--- config.mk ---
export PLATFORM = sky130hd
export DESIGN_NAME = phase_sched
export DESIGN_NICKNAME = d
export VERILOG_FILES = /design/src/rtl/phase_sched.sv
export SDC_FILE = /design/constraint.sdc
export NUM_CORES = 1
export LEC_CHECK = 0
export BUFFER_PORTS_ARGS = -buffer_cell sky130_fd_sc_hd__buf_2
export CAP_MARGIN = 20
export CORE_MARGIN = 3
export CORE_UTILIZATION = 53
export CTS_CLUSTER_DIAMETER = 40
export DETAILED_ROUTE_END_ITERATION = 12
export GPL_TIMING_DRIVEN = 0
export PLACE_DENSITY = 0.83
export SETUP_SLACK_MARGIN = 0.3
export SLEW_MARGIN = 30
export SYNTH_ARGS = -nofsm -noshare
export SYNTH_HDL_FRONTEND = slang
export SYNTH_SLANG_ARGS = --single-unit
--- constraint.sdc ---
create_clock -name clock -period 2.7 [get_ports clock]
set_input_delay 0.27 -clock clock [delete_from_list [all_inputs] [get_ports clock]]
set_output_delay 0.27 -clock clock [all_outputs]
set_load 0.01 [all_outputs]
--- src/rtl/phase_sched.sv ---
// phase_sched: time-shares one iterative phase engine across four channels.
// Snapshots a sample set on endata, issues ch1..ch4 in order, then publishes all four phases at once.
module phase_sched #(
   parameter int TIMEOUT = 64
) (
   input  logic        clock,
   input  logic        reset,
   input  logic        endata,
   input  logic [12:0] re1,
   input  logic [12:0] re2,
   input  logic [12:0] re3,
   input  logic [12:0] re4,
   input  logic [12:0] im1,
   input  logic [12:0] im2,
   input  logic [12:0] im3,
   input  logic [12:0] im4,
   input  logic        clrflags,
   output logic        eng_start,
   output logic [12:0] eng_x,
   output logic [12:0] eng_y,
   input  logic        eng_done,
   input  logic [18:0] eng_angle,
   output logic [18:0] phase1,
   output logic [18:0] phase2,
   output logic [18:0] phase3,
   output logic [18:0] phase4,
   output logic        phasevalid,
   output logic        busy,
   output logic        overrun,
   output logic        timeout_err
);

   // state | meaning
   // IDLE  | waiting for endata
   // ISSUE | eng_start pulse with operands of channel ch
   // WAIT  | operands held; waiting for eng_done or timeout
   // DONE  | phase1..phase4 published, phasevalid high
   typedef enum logic [1:0] {IDLE, ISSUE, WAIT, DONE} state_t;

   localparam int CW = $clog2(TIMEOUT + 1);
   localparam logic [CW-1:0] CNT_LAST = CW'(TIMEOUT - 1);

   state_t             state_q, state_d;
   logic [1:0]         ch_q;
   logic [CW-1:0]      cnt_q;
   logic [3:0][12:0]   snap_re, snap_im;
   logic [3:0][18:0]   shadow_q;

   logic accept, capture, last, tmo, drop;

   always_comb begin
      state_d = state_q;
      accept  = 1'b0;
      capture = 1'b0;
      last    = 1'b0;
      tmo     = 1'b0;
      drop    = 1'b0;
      case (state_q)
         IDLE: begin
            if (endata) begin
               accept  = 1'b1;
               state_d = ISSUE;
            end
         end
         ISSUE: begin
            drop    = endata;
            state_d = WAIT;
         end
         WAIT: begin
            drop = endata;
            if (eng_done) begin
               capture = 1'b1;
               if (ch_q == 2'd3) begin
                  last    = 1'b1;
                  state_d = DONE;
               end else begin
                  state_d = ISSUE;
               end
            end else if (cnt_q == CNT_LAST) begin
               tmo     = 1'b1;
               state_d = IDLE;
            end
         end
         DONE: begin
            if (endata) begin
               accept  = 1'b1;
               state_d = ISSUE;
            end else begin
               state_d = IDLE;
            end
         end
         default: state_d = IDLE;
      endcase
   end

   assign eng_start  = (state_q == ISSUE);
   assign phasevalid = (state_q == DONE);
   assign busy       = (state_q != IDLE);
   assign eng_x      = snap_re[ch_q];
   assign eng_y      = snap_im[ch_q];

   always_ff @(posedge clock) begin
      if (reset) begin
         state_q     <= IDLE;
         ch_q        <= 2'd0;
         cnt_q       <= '0;
         snap_re     <= '0;
         snap_im     <= '0;
         shadow_q    <= '0;
         phase1      <= '0;
         phase2      <= '0;
         phase3      <= '0;
         phase4      <= '0;
         overrun     <= 1'b0;
         timeout_err <= 1'b0;
      end else begin
         state_q <= state_d;
         if (accept) begin
            snap_re <= {re4, re3, re2, re1};
            snap_im <= {im4, im3, im2, im1};
            ch_q    <= 2'd0;
         end else if (capture && !last) begin
            ch_q <= ch_q + 2'd1;
         end
         if (state_q == ISSUE)
            cnt_q <= '0;
         else if (state_q == WAIT)
            cnt_q <= cnt_q + 1'b1;
         if (capture)
            shadow_q[ch_q] <= eng_angle;
         else if (tmo)
            shadow_q <= '0;
         // Channel 4 goes straight from the engine so all four phases land in the DONE cycle.
         if (last) begin
            phase1 <= shadow_q[0];
            phase2 <= shadow_q[1];
            phase3 <= shadow_q[2];
            phase4 <= eng_angle;
         end
         overrun     <= drop | (overrun & ~clrflags);
         timeout_err <= tmo | (timeout_err & ~clrflags);
      end
   end

endmodule

# Word level (Yosys, flattened, before mapping)
# Index checks and enable logic that the tools add are counted.
# word_totals
reg_bits,269
latch_bits,0
mem_bits_rw,0
mem_bits_ro,0
out_inout_bits,107
n_memories,0
# classes
add_sub_neg,2
n_mul,0
div,0
magnitude_cmp,2
eq_ne,7
shifts,0
muxes,26
bitwise,5
n_reduce_logical,11
# op_table
cell,n
two-way mux 76 bit,2
bitwise mux 76 bit,1
binary-select mux 13 bit (select 2 bit),2
demux 19 bit (select 2 bit),1
two-way mux 13 bit,2
two-way mux 19 bit,1
two-way mux 1 bit,12
two-way mux 2 bit,4
one-hot mux 2 bit (4 select lines),1
OR reduction 2 bit,4
adder 7 x 1 -> 7 bit (second input constant),1
== test 7 x 6 -> 1 bit (second input constant),1
== test 2 bit (second input constant),3
nonzero test 2 bit,2
< comparator 2 x 3 -> 1 bit (second input constant),1
!= test 3 bit (second input constant),1
adder 2 x 1 -> 2 bit (second input constant),1
bitwise AND 1 bit,2
== test 2 x 1 -> 1 bit (second input constant),1
>= comparator 2 x 1 -> 1 bit (second input constant),1
logical AND 1 bit,2
zero test 2 bit,1
!= test 2 bit (second input constant),1
bitwise OR 1 bit,2
3 further kinds,3

# Depth between registers and ports, before layout
# Gate-level depths: netlist (run 1).
# depth
word_depth,6
mapped_depth,8
mapped_depth_nobuf,6

# Worst setup path after synthesis (run 1)
# OpenSTA, ideal clock, no wires.
# synth_path
path_kind,reg2reg
start,register ch_q[0]
end,register shadow_q[46] (netlist name)
setup_ps,86
t_arrival_ps,1848
setup_slack_ps,767
stages_incl_launch_ff,9
synth_period_minus_slack_ps,1933
cell_sequence,dfxtp_1 buf_4 buf_2 inv_1 ha_1 nand2_1 clkbuf_1 o21ai_0 a211oi_1
# synth_via
elab_chain_len,6
word_cells_on_any_way,7
classes_between,order compare: 2; mux: 4; reduce/logical: 1
# synth_lines
item,line,text
from (decl),44,logic [1:0] ch_q;
from (signal assigned),123,ch_q <= ch_q + 2'd1;
< comparator 2 x 3 -> 1 bit (not written as such) / >= comparator 2 x 1 -> 1 bit (equally long branches),130,shadow_q[ch_q] <= eng_angle;
logical AND 1 bit (not written as such),130,
two-way mux 19 bit (not written as such),130,
demux 19 bit (select 2 bit) (*),130,
bitwise mux 76 bit (*),130,
two-way mux 76 bit (*),129,if (capture)
"to (signal, indexed assignment)",130,
to (decl),47,logic [3:0][18:0] shadow_q;
# Mark *: on every way between the ends. The rest lies on a longest branch, timed or not.
# A chain may end at the register's enable or synchronous reset.

# Worst setup path in the final report (run 1)
# layout_path
start,register ch_q[1]
end,output eng_x[6]
# layout_via
elab_chain_len,2
# layout_lines
item,line,text
binary-select mux 13 bit (select 2 bit),99,assign eng_x = snap_re[ch_q];
two-way mux 13 bit (not written as such),99,
to (decl),19,"output logic [12:0] eng_x,"
# Every way passes these cells. The select of a mux whose other input is x is not followed.

==> summary.txt, run 1 <==
STA
  – Post-layout min period: 2340 ps
  – Number of max-slew violations in the final report: 0
  – Final worst-path cycle share: 86.6%
  – Summed negative setup slack over all endpoints: 0 ps
  – Count of endpoints failing setup in the final report: 0
  – Setup repair after global routing missed its margin: no
  – Worst Setup Slack, final: 363 ps
  – Worst-case clock skew: 12.0 ps
  – Max-slew headroom: 51.3%
  – Peak clock frequency supported by timing: 0.428 GHz
  – Tightest Pin Transition: 731 ps
  – Final Hold Violating Endpoints: 0

Yosys
  – Number of instances in the synthesized netlist: 1165
  – Post-synthesis share of cell area spent on and, or, nand and nor gates: 15.9%
  – Share of the synthesized area in compound gates (AO/OA/AOI/OAI): 20.6%
  – Synth async-reset ratio: 0%
  – Synth warn: 0
  – Synth Area in Adders: 1.27%
  – Count of cell types in the netlist: 36
  – Number of enable-type register cells in the synthesized netlist: 0
  – Flip-flop and latch count after synthesis: 250
  – Post-synthesis xor/xnor area fraction: 0.444%
  – Post-Syn Nets: 1303
  – Avg Inst Size Synth: 8.47 um^2
  – Primary FF master, synth: sky130_fd_sc_hd__dfxtp_1
  – Sequential share of the synthesized area: 50.7%
  – Share of synthesized area spent on multiplexers: 6.14%
  – Dominant combinational cell family by area after synthesis: compound AO/OA/AOI/OAI gates
  – Mapped cell area: 0.00987 mm^2

Die
  – Core area: 0.0181 mm^2
  – Effective utilization at floorplan: 54.4%
  – Die Width: 142 um
  – Die outline area: 0.0203 mm^2
  – Row count: 49
  – Height of the die: 142 um
  – Top-Level Pins: 235

Power
  – Worst vdd ir: 615 uV
  – Static leakage: 5.32 nW
  – Pwr Total: 0.0100 W
  – Total power per unit cell area: 755 mW/mm^2

GRT
  – Remaining Overflow, GRT: 0
  – First-pass GRT wire length: 53600 um
  – Antenna violations before repair: 0
  – Maximum number of pins on one net before global-route repair: 15
  – Global-route usage over all layers: 33.2%
  – Number of global-route vias before repair: 10366

Final layout
  – Most common cell after layout, fill and taps aside: sky130_fd_sc_hd__nand2_1
  – Area growth syn-to-layout: 34.8%
  – Nets@finish: 1659
  – Layout cell share with drive strength beyond 1: 23.2%
  – Highest-count cells in the layout ignoring fill and taps: sky130_fd_sc_hd__nand2_1 (367), sky130_fd_sc_hd__buf_2 (261), sky130_fd_sc_hd__dfxtp_1 (250), sky130_fd_sc_hd__a21oi_1 (204), sky130_fd_sc_hd__dlygate4sd3_1 (90)
  – Final core occ: 73.3%

Worst setup path
  – Critical path, cell by cell: buf_2, buf_2, mux4_2, buf_2
  – Arrival time of data at the critical path endpoint: 2070 ps
  – Category of the worst setup path capture point: output pin
  – Largest delay share family, worst path: buffers and inverters
  – Slowest CP cell: sky130_fd_sc_hd__mux4_2
  – Bufs and invs on worst path: 3
  – Top fanout value on the critical path: 10
  – Class of the most critical setup path: flip-flop to output pin
  – Worst stage delay on the critical path: 390 ps
  – Type of element launching the critical path: flip-flop
  – Critical path data required time: 2430 ps
  – Most frequent CP cell: sky130_fd_sc_hd__buf_2

Routing
  – Via density per instance: 5.97
  – Post-DR wirelength/cell: 19.8 um
  – Routed met1 length: 12300 um
  – Total length of routed wires: 35200 um
  – Top layer in use: met4
  – DRC violation total after the first TritonRoute iteration: 1120
  – Count of nets left with antenna violations after detail routing: 0
  – Met3 wirelength from detailed routing: 3550 um
  – # DRC: 0
  – DRT Pass-1 Iters: 6
  – Via count of the routed design: 10610
  – Detailed-routed wire length on met2: 16900 um

CTS
  – TritonCTS clock tree: yes
  – Clock Tree Root: sky130_fd_sc_hd__clkbuf_16
  – Clock transition at the register clock pins on the worst setup and hold paths after CTS: 60 ps
  – H-tree depth: 1
  – Num CTS Buffers: 31
  – Number of sinks driven by the clock tree: 250
  – Worst-Skew Late Latency: 540 ps
  – Worst-case clock buffer depth: 3

Placement
  – Last weighted congestion value of the routability-driven placer: 0.911
  – Port-buffer cells: 233
  – Half-perimeter wire length of the detailed placement result: 21500 um
  – Pre-CTS setup slack: 242 ps

Hold path
  – Min-delay worst type: input pin to flip-flop

Status
  – Run status: finished clean

Job
  – Number of violations of the max-capacitance limit: 0
## synth_stat cells (all sizes together) (2+ instances only)
master,instances,area share [%]
nor3,2,0.10
o21ai,59,3.0
xor2,3,0.27
a41oi,2,0.18
and2,4,0.25
inv,7,0.27
ha,10,1.3
nand4,3,0.19
a22oi,3,0.23
dfxtp,250,51
a31oi,36,2.3
and3,4,0.25
clkbuf,59,2.2
buf,42,2.4
xnor2,2,0.18
mux4,26,5.9
or3,3,0.24
a21oi,204,10
nand2,368,14
nor2,11,0.44
a211oi,57,4.3
mux2i,2,0.20
## state kept, by name, summed over array words and instances (netlist names), 7 cells and up
signal / cells
cnt_q: 7
phase1: 19
phase2: 19
phase3: 19
phase4: 19
shadow_q: 57
snap_im: 52
snap_re: 52
## cells by family (layout without fill, tap and decap cells)
group	Yosys count	after routing
AO/OA/AOI/OAI	364	364
XOR/XNOR	5	5
adder cells (fa/ha/maj)	10	10
buffers and inverters	108	488
flip-flops	250	250
multiplexers	28	28
other	0	3
AND/OR/NAND/NOR	400	400
## repair_timing
item                       4_1_cts  5_1_grt
hold endpoints to repair        89        1
resized for setup                6        6
hold buffers                    89        1
buffers inserted                 0        0
setup endpoints to repair       43       28
## final timing paths
kind	start	to	slack (ps)	depth (start not counted)
max reg2reg	ch_q[1]$_SDFFE_PP0P_	shadow_q[10]$_SDFFE_PP0P_	510	8
min reg2reg	phase2[17]$_SDFFE_PP0P_	phase2[17]$_SDFFE_PP0P_	450	2
max	ch_q[1]$_SDFFE_PP0P_	eng_x[6]	360	4
min	re3[4]	snap_re[30]$_SDFFE_PP0P_	1	3
## worst reg2reg max path, cell delays in order (launching register included)
cell and delay, ps:
sky130_fd_sc_hd__dfxtp_1 350, sky130_fd_sc_hd__buf_2 270, sky130_fd_sc_hd__clkbuf_4 290, sky130_fd_sc_hd__inv_1 80, sky130_fd_sc_hd__ha_1 210, sky130_fd_sc_hd__nand2_1 270, sky130_fd_sc_hd__buf_2 270, sky130_fd_sc_hd__o21ai_0 100
sky130_fd_sc_hd__a211oi_1 250
## layout make-up
type / instances / area (um^2)
tap: 229 / 287
buffer: 101 / 483
fill: 1248 / 4850
clock inverter: 21 / 221
inverter: 7 / 26.3
multi-input combinational: 807 / 4380
timing repair buffer: 323 / 2070
sequential: 250 / 5000
clock buffer: 36 / 825
antenna: 3 / 7.51
## per-stage QoR
stage               hold WS [ps]  instance area (um^2)  std cells
finish                      1.38                 13300       1777
global route                7.35                 13300       1774
CTS                        0.491                 13300       1773
detailed placement           444                 11300       1627
global placement             439                 11300       1627
floorplan                    406                  9870       1165
## power breakdown
part	leakage [nW]	internal (W)	switching (W)	total, W
registers	2.03	0.00396	0.000185	0.00414
logic	2.79	0.000637	0.00110	0.00174
clock network	0.500	0.00250	0.00166	0.00416
total	5.32	0.00709	0.00295	0.0100
## routing by layer
layer,vias to the layer above,global-route usage [%]
met5,-,0
met4,0,19.4
met3,213,6.42
met2,759,56.1
met1,4897,39.2
li1,4741,-
(Power assumes the default switching activity.)
==> run 2, diff against run 1 <==
--- a/config.mk
+++ b/config.mk
@@ -6,13 +6,13 @@
 export NUM_CORES = 1
 export LEC_CHECK = 0
 export BUFFER_PORTS_ARGS = -buffer_cell sky130_fd_sc_hd__buf_2
-export CAP_MARGIN = 20
 export CORE_MARGIN = 3
-export CORE_UTILIZATION = 53
+export CORE_UTILIZATION = 55
 export CTS_CLUSTER_DIAMETER = 40
 export DETAILED_ROUTE_END_ITERATION = 12
+export GPL_ROUTABILITY_DRIVEN = 0
 export GPL_TIMING_DRIVEN = 0
-export PLACE_DENSITY = 0.83
+export PLACE_DENSITY = 0.86
 export SETUP_SLACK_MARGIN = 0.3
 export SLEW_MARGIN = 30
 export SYNTH_ARGS = -nofsm -noshare
==> constraint.sdc (replaced) <==
create_clock -name clock -period 3 [get_ports clock]
set_input_delay 0.3 -clock clock [delete_from_list [all_inputs] [get_ports clock]]
set_output_delay 0.3 -clock clock [all_outputs]
set_load 0.01 [all_outputs]
==> run 2 against run 1 <==
Routed wire length down 12%; largest power group is now registers; sequential share of layout area rose by 2.5 points; largest cell class unchanged; utilization shrank 1.7 points; highest routed layer unchanged; non-clock buffer count decreased by 74; combinational power shrank 18%; critical endpoint is now eng_x[7]; cell area shrank 6.3%.
==> summary.txt, run 2 (same netlist as run 1, synthesis figures left out) <==
CTS
  – H-tree depth: 1 (unchanged)
  – Number of sinks driven by the clock tree: 250 (unchanged)
  – Worst-case clock buffer depth: 3 (unchanged)
  – # Post-CTS Setup Buffers: 0 (unchanged)
  – Num CTS Buffers: 30 (-3.2%)
  – Clock transition at the register clock pins on the worst setup and hold paths after CTS: 60 ps (about the same)
  – Clock Tree Root: sky130_fd_sc_hd__clkbuf_16
  – TritonCTS clock tree: yes
  – Worst-Skew Late Latency: 540 ps (about the same)

Worst setup path
  – Top fanout value on the critical path: 10 (unchanged)
  – Reg-to-reg critical path endpoint: shadow_q[54]$_SDFFE_PP0P_
  – Type of element launching the critical path: flip-flop
  – FF-to-FF path depth: 8 (unchanged)
  – Arrival time of data at the critical path endpoint: 2300 ps (+230 ps)
  – Critical path data required time: 2700 ps (+270 ps)
  – R2R setup slack: 610 ps (+100 ps)
  – Worst r2r src: ch_q[0]$_SDFFE_PP0P_
  – Category of the worst setup path capture point: output pin
  – Class of the most critical setup path: flip-flop to output pin

Final layout
  – Most common cell after layout, fill and taps aside: sky130_fd_sc_hd__nand2_1
  – Layout cell share with drive strength beyond 1: 23.8% (+0.59 points)
  – Area growth syn-to-layout: 26.3%
  – Nets@finish: 1584 (-4.5%)
  – Number of flip-flops under the largest register name: 57 (unchanged)
  – Registers with the most flip-flops: shadow_q x57, snap_im x52, snap_re x52
  – Top reg by flops: shadow_q
  – Non-filler instance count after layout: 1695 (-4.6%)
  – Final core occ: 71.5% (-1.7 points)
  – Highest-count cells in the layout ignoring fill and taps: sky130_fd_sc_hd__nand2_1 (368), sky130_fd_sc_hd__buf_2 (261), sky130_fd_sc_hd__dfxtp_1 (250), sky130_fd_sc_hd__a21oi_1 (204), sky130_fd_sc_hd__clkbuf_1 (65)

STA
  – Number of max-slew violations in the final report: 0 (unchanged)
  – Count of endpoints failing setup in the final report: 0 (unchanged)
  – Peak clock frequency supported by timing: 0.384 GHz
  – Summed negative setup slack over all endpoints: 0 ps (unchanged)
  – Setup repair after global routing missed its margin: no
  – Post-layout min period: 2600 ps
  – Worst-case clock skew: 11.4 ps (-0.622 ps)
  – Max-slew headroom: 47.4% (-3.9 points)
  – Final Hold Violating Endpoints: 0 (unchanged)
  – Final worst-path cycle share: 86.8%
  – Tightest Pin Transition: 789 ps (+58.2 ps)

Routing
  – DRT Pass-1 Iters: 8 (+2)
  – Via count of the routed design: 9936 (-6.4%)
  – Total length of routed wires: 31000 um (-12%)
  – Count of nets left with antenna violations after detail routing: 0 (unchanged)
  – DRC violation total after the first TritonRoute iteration: 764 (-32%)
  – # DRC: 0 (unchanged)
  – Post-DR wirelength/cell: 18.3 um (-7.7%)
  – Via density per instance: 5.86 (-1.8%)

Hold path
  – Number of instances on the worst hold path: 3 (unchanged)
  – WHS Endpoint: snap_im[34]$_SDFFE_PP0P_
  – Worst hold start: im3[8]
  – Min-delay worst type: input pin to flip-flop

GRT
  – Remaining Overflow, GRT: 0 (unchanged)
  – Number of global-route vias before repair: 9585 (-7.5%)
  – Antenna violations before repair: 0 (unchanged)
  – Maximum number of pins on one net before global-route repair: 15 (unchanged)
  – First-pass GRT wire length: 47900 um (-10%)
  – Global-route usage over all layers: 29.9% (-3.3 points)

Placement
  – Instance count after placement with tap cells included: 1623 (-0.25%)
  – Port-buffer cells: 233 (unchanged)
  – Half-perimeter wire length of the detailed placement result: 21800 um (+1.5%)

Die
  – Die Width: 140 um (-1.8%)
  – Core area: 0.0174 mm^2 (-4.0%)
  – Row count: 48 (-2.0%)
  – Die outline area: 0.0196 mm^2 (-3.5%)
  – Effective utilization at floorplan: 56.7% (+2.3 points)
  – Height of the die: 140 um (-1.8%)
  – Top-Level Pins: 235 (unchanged)

Power
  – Static leakage: 4.98 nW (-6.4%)
  – Total power per unit cell area: 695 mW/mm^2 (-8.0%)
  – Pwr Total: 0.00866 W (-14%)
  – Worst vdd ir: 467 uV (-24%)

Status
  – Run status: finished clean

Job
  – Number of violations of the max-capacitance limit: 0 (unchanged)
## run 2: area by class of cell
class                           count  area, um^2
Buffer                            101         464
Clock buffer                       38         812
Timing Repair Buffer              249        1330
Inverter                            7        26.3
Fill cell                        1305        4960
Antenna cell                        1        2.50
Multi-Input combinational cell    807        4380
Sequential cell                   250        5000
Tap cell                          225         282
Clock inverter                     17         166
## run 2: routing by layer
metal  global-route usage [%]  up-vias  wire [um]
li1                         -     4581          -
met5                        0        -          0
met3                     7.00      130       3460
met1                     37.2     4612      11500
met2                     48.5      613      14400
met4                     15.7        0       1680
## run 2: where the power goes
part	switching, W	internal, W
clock network	0.00142	0.00210
logic	0.000927	0.000508
registers	0.000145	0.00356
## run 2: repair_timing
item                                    CTS  global route
hold buffers                             16             0
endpoints found under the setup margin    0             5
gates resized for setup                   0             2
hold endpoints to repair                 16             0
## run 2: worst max-delay path: stages, from the launching register on
cell                       delay, ps
sky130_fd_sc_hd__dfxtp_1         350
sky130_fd_sc_hd__buf_2           280
sky130_fd_sc_hd__clkbuf_1        540
sky130_fd_sc_hd__mux4_2          430
sky130_fd_sc_hd__buf_2           160
## run 2: stage by stage
stage | hold slack [ps] | area, um^2 | setup WS, ps
4_1_cts | 0.207 | 12500 | 373
2_1_floorplan | 431 | 9870 | 1070
5_1_grt | 6.43 | 12500 | 304
3_3_place_gp | 438 | 11300 | 592
3_5_place_dp | 443 | 11300 | 516
6_report | 8.48 | 12500 | 396
## run 2: how the worst max path moves through the flow
stage / cells after the start / startpoint / slack, ps / to
after detailed placement: 8 / ch_q[1]$_SDFFE_PP0P_ / 520 / shadow_q[12]$_SDFFE_PP0P_
after CTS: 4 / ch_q[0]$_SDFFE_PP0P_ / 370 / eng_y[11]
after global routing: 4 / ch_q[0]$_SDFFE_PP0P_ / 300 / eng_x[7]
after floorplan: 8 / ch_q[0]$_SDFFE_PP0P_ / 1070 / shadow_q[46]$_SDFFE_PP0P_
after global placement: 8 / ch_q[1]$_SDFFE_PP0P_ / 590 / shadow_q[29]$_SDFFE_PP0P_
final: 4 / ch_q[1]$_SDFFE_PP0P_ / 400 / eng_x[7]
